File: config.mk
export PLATFORM = sky130hd
export DESIGN_NAME = hazard_scoreboard
export DESIGN_NICKNAME = d
export VERILOG_FILES = /design/src/rtl/cpu_defs.sv /design/src/rtl/hz_port_check.sv /design/src/rtl/hazard_scoreboard.sv
export SDC_FILE = /design/constraint.sdc
export NUM_CORES = 1
export LEC_CHECK = 0
export BUFFER_PORTS_ARGS = -buffer_cell sky130_fd_sc_hd__buf_2
export CAP_MARGIN = 20
export CELL_PAD_IN_SITES_DETAIL_PLACEMENT = 2
export CELL_PAD_IN_SITES_GLOBAL_PLACEMENT = 2
export CORE_UTILIZATION = 36
export DETAILED_ROUTE_END_ITERATION = 8
export PLACE_DENSITY_LB_ADDON = 0.1
export REMOVE_ABC_BUFFERS = 1
export SYNTH_ARGS = -nofsm -noshare
export SYNTH_HDL_FRONTEND = slang
export SYNTH_SLANG_ARGS = --single-unit
File: constraint.sdc
create_clock -name clk -period 5.7 [get_ports clk]
set_input_delay 0.855 -clock clk [delete_from_list [all_inputs] [get_ports clk]]
set_output_delay 0.855 -clock clk [all_outputs]
set_load 0.005 [all_outputs]
File: src/rtl/cpu_defs.sv
// Shared pipeline definitions for the hazard scoreboard: timing field widths,
// forward-select codes and the in-flight writer slot record.
package cpu_defs;

    localparam int TNEW_W = 2;
    localparam logic [TNEW_W-1:0] TUSE_NONE = 2'd3;

    localparam logic [1:0] FWD_RF = 2'd0;
    localparam logic [1:0] FWD_E  = 2'd1;
    localparam logic [1:0] FWD_M  = 2'd2;
    localparam logic [1:0] FWD_W  = 2'd3;

    typedef struct packed {
        logic              valid;
        logic              we;
        logic [4:0]        a3;
        logic [TNEW_W-1:0] tnew;
        logic              cond;
    } slot_t;

    // Each stage advance brings a result one cycle closer; zero means it already exists.
    function automatic logic [TNEW_W-1:0] tnew_dec(input logic [TNEW_W-1:0] t);
        return (t == '0) ? '0 : t - 1'b1;
    endfunction

endpackage

File: src/rtl/hz_port_check.sv
// One D-stage read port checked against the E, M and W writer slots:
// the youngest matching writer decides between stall, forward or regfile.
module hz_port_check
    import cpu_defs::*;
(
    input  logic [4:0]        r,
    input  logic [TNEW_W-1:0] tuse,
    input  slot_t             slot_e,
    input  slot_t             slot_m,
    input  slot_t             slot_w,
    input  logic [4:0]        m_true_a3,
    input  logic              m_check,
    output logic              stall,
    output logic [1:0]        fwd
);

    logic              active;
    logic              hit_e;
    logic              hit_m;
    logic              hit_w;
    logic              hit;
    logic [TNEW_W-1:0] sel_tnew;
    logic [1:0]        sel_code;

    // An unresolved cond writer in E may end up writing any register, so it matches every reader.
    // In M a cond writer only counts once its final destination is announced.
    always_comb begin
        active = (tuse != TUSE_NONE) && (r != 5'd0);
        hit_e  = slot_e.valid && slot_e.we && (slot_e.cond || (slot_e.a3 == r));
        hit_m  = slot_m.valid && slot_m.we &&
                 (slot_m.cond ? (m_check && (m_true_a3 == r)) : (slot_m.a3 == r));
        hit_w  = slot_w.valid && slot_w.we && (slot_w.a3 == r);

        hit      = 1'b0;
        sel_tnew = '0;
        sel_code = FWD_RF;
        if (hit_e) begin
            hit      = 1'b1;
            sel_tnew = slot_e.tnew;
            sel_code = FWD_E;
        end else if (hit_m) begin
            hit      = 1'b1;
            sel_tnew = slot_m.tnew;
            sel_code = FWD_M;
        end else if (hit_w) begin
            hit      = 1'b1;
            sel_tnew = slot_w.tnew;
            sel_code = FWD_W;
        end

        stall = 1'b0;
        fwd   = FWD_RF;
        if (active && hit) begin
            if (sel_tnew > tuse) begin
                stall = 1'b1;
            end else if (sel_tnew == '0) begin
                fwd = sel_code;
            end
        end
    end

endmodule

File: src/rtl/hazard_scoreboard.sv
// D-stage hazard unit: keeps E/M/W writer slots, resolves cond-dest writers
// on their M->W advance and produces Stall plus the two D-stage forward selects.
module hazard_scoreboard
    import cpu_defs::*;
(
    input  logic              clk,
    input  logic              reset,
    input  logic [4:0]        D_rs,
    input  logic [4:0]        D_rt,
    input  logic [TNEW_W-1:0] D_TuseRs,
    input  logic [TNEW_W-1:0] D_TuseRt,
    input  logic              D_WE,
    input  logic [4:0]        D_A3,
    input  logic [TNEW_W-1:0] D_Tnew,
    input  logic              D_Cond,
    input  logic              D_IsMD,
    input  logic              E_MDBusy,
    input  logic [4:0]        M_TrueA3,
    input  logic              M_Check,
    output logic              Stall,
    output logic [1:0]        D_FwdRs,
    output logic [1:0]        D_FwdRt
);

    slot_t slot_e;
    slot_t slot_m;
    slot_t slot_w;
    slot_t e_next;
    slot_t m_next;
    slot_t w_next;
    logic  stall_rs;
    logic  stall_rt;

    hz_port_check u_rs (
        .r         (D_rs),
        .tuse      (D_TuseRs),
        .slot_e    (slot_e),
        .slot_m    (slot_m),
        .slot_w    (slot_w),
        .m_true_a3 (M_TrueA3),
        .m_check   (M_Check),
        .stall     (stall_rs),
        .fwd       (D_FwdRs)
    );

    hz_port_check u_rt (
        .r         (D_rt),
        .tuse      (D_TuseRt),
        .slot_e    (slot_e),
        .slot_m    (slot_m),
        .slot_w    (slot_w),
        .m_true_a3 (M_TrueA3),
        .m_check   (M_Check),
        .stall     (stall_rt),
        .fwd       (D_FwdRt)
    );

    assign Stall = stall_rs || stall_rt || (D_IsMD && E_MDBusy);

    // A cond writer leaving M takes its announced destination; without one it writes nothing.
    always_comb begin
        e_next = '0;
        if (!Stall) begin
            e_next.valid = 1'b1;
            e_next.we    = D_WE;
            e_next.a3    = D_A3;
            e_next.tnew  = D_Tnew;
            e_next.cond  = D_Cond;
        end

        m_next      = slot_e;
        m_next.tnew = tnew_dec(slot_e.tnew);

        w_next      = slot_m;
        w_next.tnew = tnew_dec(slot_m.tnew);
        if (slot_m.cond) begin
            w_next.a3   = M_Check ? M_TrueA3 : 5'd0;
            w_next.cond = 1'b0;
        end
    end

    always_ff @(posedge clk or posedge reset) begin
        if (reset) begin
            slot_e <= '0;
            slot_m <= '0;
            slot_w <= '0;
        end else begin
            slot_e <= e_next;
            slot_m <= m_next;
            slot_w <= w_next;
        end
    end

    cond_resolved_in_m: assert property (@(posedge clk) disable iff (reset)
        !(slot_m.valid && slot_m.we && slot_m.cond && !M_Check));

endmodule

==> flow_summary.yaml <==
drt:
  antenna_left: 0
  drc: 0
  routedWlPerCell_um: 19.41
  vias: 1628
  via_per_inst: 5.252
  drt_iter0_drc: 80
  drt_wl_total_mm: 6.016
  drt-pass1-iter-count: 4
power_and_ir_drop:
  power_density_nw_per_um2: 259.8
  power_frac_comb_pct: 18.8
  internal-power_mw: 0.4119
  clkPwrFrac_pct: 39.6
  p_sw_mw: 0.1702
  pwr-share-seq_pct: 41.5
  ir_worst_vdd_uv: 100.3
  p_sw_share_pct: 29.23
  total_leakage_power_nw: 1.038
synthesis:
  synth.cell_area_um2: 1903
  synth_area_leaders: "dfrtp_1 38%, xor2_1 12%, xnor2_1 6.9%"
  synth_edf_count: 0
  ys_seq_area_share_pct: 38.13
  synth-async-reset-ratio_pct: 100.0
  ys_types: 38
  synthCells: 205
  synth_area_leader_cell: "dfrtp_1"
  yosys_warnings: 0
  synth_top_area_share_pct: 38.13
  yosys_register_bits: 29
  syn_area_per_cell_um2: 9.283
  ys.flop_type: "dfrtp_1"
clock_tree:
  post_cts_buffers: 0
  cts_max_level: 2
  ctsHoldBuffers: 0
  clk_latency_ns: 0.28
  clockBufferDepth: 2
  cts_buffers: 5
  post_cts_resized: 0
  cts_tree: "yes"
  cts_num_sinks: 29
  root_buffer: "clkbuf_8"
  clk_pin_slew_ns: 0.07
setup_path:
  worstPathRequired_ns: 4.85
  cpPeakStageDelay_ns: 0.46
  cpMaxStageDelayCell: "o32ai_1"
  arrival_ns: 4.06
  r2r_slack_ns: 2.26
  end_kind: "primary output"
  crit_fanout: 5
  path_class: "in -> out"
  path_cells: "buf_2 > xor2_1 > nor4_1 > nand4_1 > o32ai_1 > mux2_2 > ha_1 > nor2b_1 > o21ai_0 > nand2b_1 > nand2b_1 > or4_1 > o21ai_0 > buf_2"
  start_kind: "input port"
sta:
  worst_slack_ns: 0.7816
  tightestPinTransition_ns: 0.6499
  fmax_mhz: 203.3
  tns_ns: 0
  holdWs_ns: 0.4040
  layout_min_cycle_time_ns: 4.918
  setup_viol: 0
  drv_slew: 0
  rsz0062_at_grt: "false"
  finalCritPeriodShare_pct: 86.29
  fin_skew_ns: 0.003806
  final_hold_viol_count: 0
  relSlewSlack_pct: 56.10
place:
  gp_congestion: 0.8226
  port-buffer-count: 37
  place_ws_ns: 0.7729
  placed_area_um2: 2121
  dpl.hpwl_mm: 4.891
grt:
  grt-ovfl-total: 0
  first_global_vias: 1815
  grt_pass1_wl_mm: 9.342
  track_usage_pct: 23.47
  grt_antenna_before_repair: 0
  grt_start_max_net_pins: 21
worst_hold_path:
  hold_class: "reg -> reg"
floorplanning:
  ioPinCount: 38
  die-area_um2: 5581
  start_util_pct: 37.26
  rows: 26
  die_h_um: 74.71
  coreArea_um2: 5107
  die_w_um: 74.71
final_layout:
  area_growth_pct: 17.75
  final_layout_size_suffix_gt1_share_pct: 22.92
  fin_area_um2: 2241
  layout.nets: 276
  diodes: 0
  fin_util_pct: 43.88
flow_run:
  cap_viol_max_count: 0
outcome:
  outcome: "finished clean"
Yosys cell counts (4+ instances only):
cell type  number
ha_1            4
buf_2           4
xor2_1         25
o21ai_0        10
nor2b_1         4
nand2_1        13
xnor2_1        15
buf_6           5
dfrtp_1        29
and2_1         11
or4_1           4
nor4_1          4
nor3_1          8
nor2_1          9
inv_1          14
a21oi_1         4
nand3_1        11
cell type report:
type / count / area, µm²
timing repair buffer: 39 / 220.2
clock inverter: 2 / 37.54
clock buffer: 6 / 82.58
fill: 617 / 2867
inverter: 14 / 52.55
tap: 70 / 87.58
multi-input combinational: 150 / 1035
sequential: 29 / 725.7
stage by stage:
step / power, mW / cells
after global placement: 0.3430 / 301
final: 0.5821 / 310
after detailed placement: 0.3552 / 302
after CTS: 0.5886 / 310
after global routing: 0.6081 / 310
after floorplan: 0.3022 / 193
worst max-delay path, delay by kind of cell:
| kind | cells | cell delay, ns |
|---|---|---|
| buffers and inverters | 2 | 0.28 |
| xor gates and xnor gates | 1 | 0.15 |
| adders and majority gates | 1 | 0.25 |
| muxes | 1 | 0.25 |
| AOI/OAI and AO/OA | 3 | 0.84 |
| and+or+nand+nor | 6 | 1.43 |
power groups by stage:
stage / clock network (mW) / logic (mW) / registers [mW]
6_report: 0.231 / 0.110 / 0.242
5_1_grt: 0.243 / 0.122 / 0.244
4_1_cts: 0.235 / 0.112 / 0.242
3_5_place_dp: 0 / 0.109 / 0.246
3_3_place_gp: 0 / 0.0994 / 0.244
2_1_floorplan: 0 / 0.0633 / 0.239
kinds of logic after synthesis:
kind of cell,count (synthesis),share of synthesized area [%]
buffers and inverters,26,7.495
and+or+nand+nor,77,22.09
muxes,3,1.644
AOI/OAI and AO/OA,26,9.600
xor gates and xnor gates,40,18.41
DFF,29,38.13
adders and majority gates,4,2.630
cell usage in the layout (no fill, tap or decap), drive strengths merged, types with 2 or more instances in the layout:
master,count
dfrtp,29
and2,12
xnor2,15
a221oi,2
o21ai,10
a41oi,3
nor4,4
mux2i,2
nor3,8
or3,2
nor2,9
nand4,3
clkbuf,6
a21oi,4
ha,4
nand2,13
or4,6
nor2b,4
buf,39
nand2b,3
nand3,11
xor2,25
inv,14
final timing paths:
check                                from          to  cells past startpoint
worst min-delay path            m_next[0]   slot_m[0]                      0
worst min register to register  m_next[0]   slot_m[0]                      0
max in group asynchronous           reset   slot_w[8]                      3
worst max register to register  slot_w[3]   m_next[0]                     14
worst max-delay path              D_rs[1]  D_FwdRs[0]                     14
min in group asynchronous           reset   slot_m[4]                      2
layer usage:
layer	up-vias	track usage [%]	part of all wire, %
met4	0	7.128	1.5
met2	38	42.34	53
met3	8	3.748	3.2
met5	-	0	0
met1	820	28.65	43
li1	762	-	-
registers in the layout, summed over array words and instances (netlist names):
name,count
slot_m,10
slot_e,2
slot_w,9
m_next,8
Power figures use the tool's default switching activity.
